`config.mk`:
```
export PLATFORM = sky130hd
export DESIGN_NAME = acoustics_cmd_initiator
export DESIGN_NICKNAME = d
export VERILOG_FILES = /design/src/rtl/acoustics_cmd_initiator.sv
export SDC_FILE = /design/constraint.sdc
export NUM_CORES = 1
export LEC_CHECK = 0
export BUFFER_PORTS_ARGS = -buffer_cell sky130_fd_sc_hd__buf_2
export CAP_MARGIN = 20
export CELL_PAD_IN_SITES_DETAIL_PLACEMENT = 0
export CELL_PAD_IN_SITES_GLOBAL_PLACEMENT = 1
export CORE_ASPECT_RATIO = 1.2
export CORE_UTILIZATION = 40
export CTS_BUF_LIST = sky130_fd_sc_hd__clkbuf_16
export DETAILED_ROUTE_END_ITERATION = 10
export GPL_ROUTABILITY_DRIVEN = 0
export GPL_TIMING_DRIVEN = 0
export PLACE_DENSITY = 0.75
export SYNTH_ARGS = -nofsm -noshare
export SYNTH_HDL_FRONTEND = slang
export SYNTH_SLANG_ARGS = --single-unit
```
`constraint.sdc`:
```
create_clock -name clk -period 2.4 [get_ports clk]
set_input_delay 0.24 -clock clk [delete_from_list [all_inputs] [get_ports clk]]
set_output_delay 0.24 -clock clk [all_outputs]
set_load 0.01 [all_outputs]
```
`src/rtl/acoustics_cmd_initiator.sv`:
```
// -----------------------------------------------------------------------------
// acoustics_cmd_initiator
//
// Host-side issuer of the acoustics single-byte UART command protocol.
// A local request (set frequency, set threshold, read max, trigger detect) is
// encoded into one command byte and handed to the UART transmitter. For read
// ops the response bytes are then collected and decoded under a timeout.
//
// Ports:
//   clk, reset              system clock, synchronous active-high reset
//   req_valid/req_ready     request handshake; req_op selects the command,
//                           req_arg carries the frequency index / threshold
//   tx_data/tx_write_en     command byte towards UART TX, held until tx_ready
//   tx_ready                UART TX accepts tx_data this cycle
//   rx_ready/rx_data        one-cycle pulse carrying a received byte
//   rsp_valid               one-cycle pulse, transaction complete
//   rsp_data                read-max value (MSB first) or {8'h00, raw byte}
//   rsp_trigger             trigger-detect result
//   rsp_timeout             transaction ended by response timeout
//   rsp_error               trigger response matched neither code
//   busy                    high whenever not idle
// -----------------------------------------------------------------------------
module acoustics_cmd_initiator #(
  parameter int unsigned MAX_RESP_BYTES = 2,
  parameter logic [7:0]  TRUE_CODE      = 8'h01,
  parameter logic [7:0]  FALSE_CODE     = 8'h00,
  parameter int unsigned RESP_TIMEOUT   = 100000,
  parameter int unsigned TRIG_TIMEOUT   = 2000000
) (
  input  logic        clk,
  input  logic        reset,
  input  logic        req_valid,
  output logic        req_ready,
  input  logic [1:0]  req_op,
  input  logic [6:0]  req_arg,
  output logic [7:0]  tx_data,
  output logic        tx_write_en,
  input  logic        tx_ready,
  input  logic        rx_ready,
  input  logic [7:0]  rx_data,
  output logic        rsp_valid,
  output logic [15:0] rsp_data,
  output logic        rsp_trigger,
  output logic        rsp_timeout,
  output logic        rsp_error,
  output logic        busy
);

  localparam int unsigned MAX_TIMEOUT =
    (RESP_TIMEOUT > TRIG_TIMEOUT) ? RESP_TIMEOUT : TRIG_TIMEOUT;
  localparam int CNT_W = $clog2(MAX_TIMEOUT) + 1;

  // The terminal cycle is the one in which the counter holds limit-1; the
  // edge closing it moves to DONE with the counter saturated at the limit.
  localparam logic [CNT_W-1:0] RESP_LIMIT = CNT_W'(RESP_TIMEOUT);
  localparam logic [CNT_W-1:0] TRIG_LIMIT = CNT_W'(TRIG_TIMEOUT);
  localparam logic [CNT_W-1:0] RESP_TERM  = CNT_W'(RESP_TIMEOUT - 1);
  localparam logic [CNT_W-1:0] TRIG_TERM  = CNT_W'(TRIG_TIMEOUT - 1);
  localparam logic [1:0]       BYTE_LAST  = 2'(MAX_RESP_BYTES - 1);

  localparam logic [1:0] OP_SET_FREQ  = 2'b00;
  localparam logic [1:0] OP_SET_THR   = 2'b01;
  localparam logic [1:0] OP_READ_MAX  = 2'b10;
  localparam logic [1:0] OP_TRIG_DET  = 2'b11;

  typedef enum logic [1:0] {IDLE, SEND, WAIT_RESP, DONE} state_t;

  state_t           state, state_nxt;
  logic [1:0]       op_q;
  logic [CNT_W-1:0] cnt;
  logic [1:0]       byte_cnt;
  logic [7:0]       cmd_byte;
  logic             is_read;
  logic             terminal;
  logic             last_byte;

  // Command encoding of the incoming request.
  always_comb begin
    // NOTE: every always_comb output gets a default first so no path can
    // leave it unassigned and infer a latch.
    cmd_byte = 8'h50;
    case (req_op)
      OP_SET_FREQ: cmd_byte = {4'h7, req_arg[3:0]};
      OP_SET_THR:  cmd_byte = {1'b1, req_arg};
      OP_READ_MAX: cmd_byte = 8'h40;
      OP_TRIG_DET: cmd_byte = 8'h50;
      default:     cmd_byte = 8'h50;
    endcase
  end

  assign is_read   = (op_q == OP_READ_MAX);
  assign terminal  = (cnt == (is_read ? RESP_TERM : TRIG_TERM));
  assign last_byte = (byte_cnt == BYTE_LAST);

  // State register.
  always_ff @(posedge clk) begin
    // NOTE: sequential state uses non-blocking assignments so every register
    // samples pre-edge values regardless of statement order.
    if (reset) state <= IDLE;
    else       state <= state_nxt;
  end

  // Next-state and handshake outputs.
  always_comb begin
    state_nxt   = state;
    req_ready   = 1'b0;
    tx_write_en = 1'b0;
    rsp_valid   = 1'b0;
    busy        = 1'b1;
    case (state)
      IDLE: begin
        req_ready = 1'b1;
        busy      = 1'b0;
        if (req_valid) state_nxt = SEND;
      end
      SEND: begin
        tx_write_en = 1'b1;
        if (tx_ready) state_nxt = op_q[1] ? WAIT_RESP : DONE;
      end
      WAIT_RESP: begin
        // A byte arriving on the terminal cycle takes priority over timeout.
        if (rx_ready) begin
          if (!is_read || last_byte) state_nxt = DONE;
        end else if (terminal) begin
          state_nxt = DONE;
        end
      end
      DONE: begin
        rsp_valid = 1'b1;
        state_nxt = IDLE;
      end
      default: state_nxt = IDLE;
    endcase
  end

  // Command latch, response collection and timeout counter.
  always_ff @(posedge clk) begin
    if (reset) begin
      op_q        <= OP_SET_FREQ;
      tx_data     <= 8'h00;
      cnt         <= '0;
      byte_cnt    <= 2'd0;
      rsp_data    <= 16'h0000;
      rsp_trigger <= 1'b0;
      rsp_timeout <= 1'b0;
      rsp_error   <= 1'b0;
    end else begin
      case (state)
        IDLE: begin
          if (req_valid) begin
            op_q        <= req_op;
            tx_data     <= cmd_byte;
            cnt         <= '0;
            byte_cnt    <= 2'd0;
            rsp_data    <= 16'h0000;
            rsp_trigger <= 1'b0;
            rsp_timeout <= 1'b0;
            rsp_error   <= 1'b0;
          end
        end
        SEND: begin
          if (tx_ready) begin
            cnt      <= '0;
            byte_cnt <= 2'd0;
          end
        end
        WAIT_RESP: begin
          if (rx_ready) begin
            cnt <= '0;
            if (is_read) begin
              rsp_data <= {rsp_data[7:0], rx_data};
              byte_cnt <= byte_cnt + 2'd1;
            end else begin
              rsp_data <= {8'h00, rx_data};
              if (rx_data == TRUE_CODE)       rsp_trigger <= 1'b1;
              else if (rx_data == FALSE_CODE) rsp_trigger <= 1'b0;
              else                            rsp_error   <= 1'b1;
            end
          end else begin
            if (terminal) rsp_timeout <= 1'b1;
            if (cnt != (is_read ? RESP_LIMIT : TRIG_LIMIT))
              cnt <= cnt + CNT_W'(1);
          end
        end
        default: ;
      endcase
    end
  end

endmodule

```
---- Word level (Yosys, flattened, before mapping) ----
Cells that the tools add are included.
storage, ports and cells
  register bits ........................... 55
  output and inout bits ................... 31
  logic and storage cells ................. 92
operators by class
  add/subtract/negate cells ............... 2
  eq/ne operators ......................... 24
  mux-type cells .......................... 42
  reductions and logical operators ........ 15
operators by type and width
  cell                                                                   count
  22-bit 2-to-1 mux                                                      4
  22-bit case mux with 3 select lines                                    1
  16-bit 2-to-1 mux                                                      3
  21-bit 2-to-1 mux                                                      2
  16-bit case mux with 2 select lines                                    1
  8-bit case mux with 4 select lines                                     1
  22-bit by 1-bit adder with 22-bit output, second input constant        1
  22-bit by 21-bit equality test with 1-bit output                       1
  22-bit by 21-bit inequality test with 1-bit output                     1
  2-bit 2-to-1 mux                                                       9
  2-bit inequality test, second input constant                           9
  1-bit 2-to-1 mux                                                       16
  3-bit inequality test, second input constant                           4
  4-bit AND reduction                                                    3
  2-bit equality test, second input constant                             5
  5-bit AND reduction                                                    2
  8-bit by 1-bit equality test with 1-bit output, second input constant  1
  8-bit zero test                                                        1
  2-bit case mux with 4 select lines                                     1
  2-bit by 1-bit equality test with 1-bit output, second input constant  3
  1-bit case mux with 2 select lines                                     3
  2-bit case mux with 3 select lines                                     1
  6-bit AND reduction                                                    1
  2-bit zero test                                                        2
  7 further kinds                                                        7

---- Depth between registers and ports, before layout ----
  word-level depth ........................ 6
  mapped depth ............................ 9

---- Worst setup path after synthesis ----
No wires, ideal clock.
  path type ............................... register -> register
  from .................................... register state[0]
  to ...................................... register cnt[19]
  setup time .............................. 0.070 ns
  data arrival time ....................... 2.126 ns
  required time ........................... 2.330 ns
  slack ................................... 0.204 ns
  cell stages (with the launch flop) ...... 9
  period minus slack after synthesis ...... 2.196 ns
  path through ............................ dfxtp_1 -> inv_1 -> ha_1 -> buf_2 -> nand2b_4 -> nand3b_4 -> or4_4 -> or4_1 -> a21oi_1
between the ends
  word-level cells in the longest chain between the ends .. 3
  elaborated cells between the ends (all ways) .. 9
  classes of those cells .................. eq/ne (5); mux (1); reduce/logical (3)
ends and longest elaborated chain
  what                                                     RTL line  RTL
  start: declaration                                       68        state_t state, state_nxt;
  start signal: assignment                                 100       else state <= state_nxt;
  2-bit equality test (tied with other cells)              148       case (state)
  3-bit inequality test (no line) (tied with other cells)  n/a
  4-bit AND reduction (no line)                            n/a
  end signal: assignment                                   182       cnt <= cnt + CNT_W'(1);
  end: declaration                                         70        logic [CNT_W-1:0] cnt;
Several ways; a longest one is shown, not always the timed one.
A chain may end at the register's enable or synchronous reset.

---- Final worst setup path ----
  from .................................... register state[0]
  to ...................................... register cnt[21]
The elaborated chain is that of the path after synthesis.

==> metrics list <==
- The flow ran to the end, and the final reports show no timing, DRC or antenna violations.
- Cells traversed along the worst timing path: inv_1, ha_1, clkbuf_4, nand2b_4, nand3b_4, or4_4, or4_1, a21oi_1
- Row count: 32
- Detailed routing inserted a total of 2,507 vias.
- CP max-delay cell: or4_4
* Core Region: 0.00645 mm2
* Clock Skews: 7.87 ps
- At the worst endpoint, the arrival time is around 2500 ps.
- Number of max-slew violations in the final report: 0
* Starting Density: 41.5%
- Power density over the cells: 846 mW/mm2
* Min-Delay Endpoint: rsp_trigger
- Post-synthesis cell type with the largest combined area: dfxtp_1
- The final number of hold-violating endpoints was 0.
* Sequential cell area: 0.00110 mm2
- Worst path max stage delay: 580 ps
* Final layout net count: between 400 and 500
* Ratio of cells with drive above 1 in the final layout: 21.7%
- Leaving out fill and tap cells, the most frequent cell in the layout is dfxtp_1.
* Placed cell area: 0.00304 mm2
- Yosys attributes the largest share of cell area to dfxtp_1 41%, a21oi_1 7.5%, nand3_1 4.9%.
- Number of enable-type register cells in the synthesized netlist: 0
- The first global-routing pass estimated 11,200 um of wire.
- Before antenna repair, the detailed router went through 4 iterations.
- Setup violations remaining at the end of the flow were counted as 0.
* Average wire per cell in the routed design: 14.2 um
- The die is 91.6 um tall.
- Flip-flop cell with the highest count after synthesis: dfxtp_1
* Worst EP required: 2620 ps
- The smallest clock period supported by the final layout is computed as 2280 ps.
* Mapped cell area: 0.00268 mm2
- The finished layout holds 468 standard cells, fillers aside.
- Count of clock tree sinks: 55
- Buffers inserted to repair hold after CTS numbered 0.
- Type of destination of the critical path: flip-flop
* Startpoint of the most critical setup path: state[0]
* Input/output buffers: 51
- The critical path in this run is classified as reg -> reg.
- Counting distinct cell types in the post-synthesis netlist gives 51.
- The startpoint identified for the worst register-to-register timing path is state[0].
- TritonCTS buffer count: 5
- Area fraction of the dominant cell type after synthesis: between 40% and 50%
- Relative to the synthesized area, the layout overhead comes to 20.2%.
* Portion of the post-synthesis area used by sequential elements: between 40% and 50%
- Summed over all layers, the global routing overflow is 0.
* Final ANT Viol Nets: 0
- DRC Markers: 0
- Transition time at the pin with the least slew margin: 506 ps
- The path class of the tightest hold or removal check is in -> reg.
* Later-pin clock latency in the skew report: about 290 ps
* Final period util: 94.8%
- Worst hold slack after final layout: 223 ps
* FF-to-FF path depth: 8
- The die covers 0.00702 mm2.
* Average footprint of a synthesized cell: 8.34 um2
- Total global-route track usage: 19.9%
* Core utilization of the finished layout: around half
- Entering global routing, the biggest net connects 17 pins.
- Fmax: 439 MHz
* DRC violation total after the first TritonRoute iteration: between 100 and 150
- Routed via count divided by cell count: 5.36
- The worst hold path begins at rx_data[0].
* Via count of the first global-routing pass: 2,316
* Maximum buffer depth of the clock tree: 2
- The number of antenna violations at the first check in global routing is 0.
* Number of warnings printed during yosys synthesis: 0
* Worst setup slack for register-to-register paths: 120 ps
- Max capacitance violation total: 0
- Clock-pin slew on the worst setup and hold paths: 70 ps
- In this run the clock root is driven by a clkbuf_16.
- Total wirelength of the detailed-routed design: between 6000 and 7000 um
- Number of filler instances in the final layout: ~640
* Ant. Diodes: 0
- Critical path peak fanout: 8
* Htree depth: 2
- Once placement completed, the tool counted placed cells totaling 457.
- The worst hold path was traced through 3 stages.
* Detailed placer's ending HPWL: between 4000 and 5000 um
- The endpoint identified for the worst register-to-register timing path is cnt[21].
- In this run the horizontal extent of the chip is 76.7 um.
- STA classifies the critical path startpoint as a flip-flop.
* Gate count of the mapped netlist: about 320
* Post-Route Setup TNS: 0 ps
* Asr flop ratio synth: 0%
* Worst IR Drop VDD: 0.000428 V
* Setup repair after global routing missed its margin: false
- 53 I/O pins were placed.
* Commonest non-fill, non-tap cells in the layout: 53 x dfxtp_1, 52 x buf_2, 40 x a21oi_1
* Multi-input gate area in the final layout: 0.00144 mm2
- Post-Layout Inst Area: 0.00322 mm2
* Static power due to leakage: 1.21 nW
* Number of register bits inferred by synthesis: 55
- The number of nets in the synthesized netlist is 350.
* CTS tree: done
- Relative slew slack: 66.3%
[what timing repair did]
| item | in CTS | in global routing |
|---|---|---|
| setup endpoints to repair | 12 | 22 |
| resized for setup | 2 | 7 |
| setup buffers | 0 | 5 |
| endpoints found under the hold margin | 0 | 0 |
| pin swaps | 0 | 3 |
[cell type report]
cell class / instances / area share (%)
Clock buffer: 5 / 3.89
Sequential cell: 55 / 34.3
Clock inverter: 2 / 0.389
Inverter: 13 / 1.52
Multi-Input combinational cell: 236 / 44.9
Tap cell: 85 / 3.30
Timing Repair Buffer: 56 / 9.10
Buffer: 16 / 2.64
[state kept, by name (all words and copies together), names as in the netlist]
name,cells
rsp_error,1
rsp_timeout,1
rsp_data,16
tx_data,8
op_q,2
byte_cnt,2
cnt,22
rsp_trigger,1
state,2
[power by group]
part	internal (mW)	switching, mW	total [mW]
clock	0.382	0.319	0.701
sequential	0.974	0.0442	1.02
combinational	0.360	0.645	1.00
total	1.71	1.01	2.72
[cells in the mapped netlist, types with 3 or more instances]
master	count
nand2b_1	5
ha_1	7
nand3_1	26
xnor2_1	11
nor2_1	27
a211oi_1	3
o31ai_1	3
nor4_1	6
or3_1	7
nor3_1	13
o21ai_0	10
a21oi_1	40
nor3b_1	5
inv_1	13
nor4b_1	4
dfxtp_1	55
clkbuf_1	12
nand2_1	29
[metal layers]
metal  track usage, %  vias up  wire [um]
li1                 -     1265          -
met3             4.02        9        241
met2             33.9       49       3210
met4             6.73        0         93
met5                0        -          0
met1             24.7     1184       3080
[worst max-delay path, delay by kind of cell (launching register included)]
kind / cells / cell delay, ps
buffers and inverters: 2 / 260
DFF: 1 / 360
and+or+nand+nor: 4 / 1240
AOI/OAI and AO/OA: 1 / 150
adders and majority gates: 1 / 210
[kinds of logic after synthesis]
family / synth area share [%]
buffers and inverters: 5.28
adders and majority gates: 3.27
and+or+nand+nor: 31.2
DFF: 41.1
AOI/OAI and AO/OA: 14.7
muxes: 0.748
xor gates and xnor gates: 3.60
[metrics by stage]
stage	power [mW]	worst slack [ps]
5_1_grt	2.90	13.0
3_3_place_gp	1.93	-7.77
6_report	2.72	125
4_1_cts	2.65	6.89
3_5_place_dp	1.93	-40.0
2_1_floorplan	1.64	204
[how the worst max path moves through the flow]
| stage | endpoint | cells after the start | slack, ps |
|---|---|---|---|
| 6_report | cnt[21] | 8 | 120 |
| 5_1_grt | cnt[21] | 8 | 10 |
| 4_1_cts | cnt[21] | 9 | 7 |
| 3_5_place_dp | cnt[12] | 9 | -40 |
| 3_3_place_gp | cnt[7] | 9 | -8 |
| 2_1_floorplan | cnt[19] | 8 | 200 |
(Power assumes the default switching activity.)
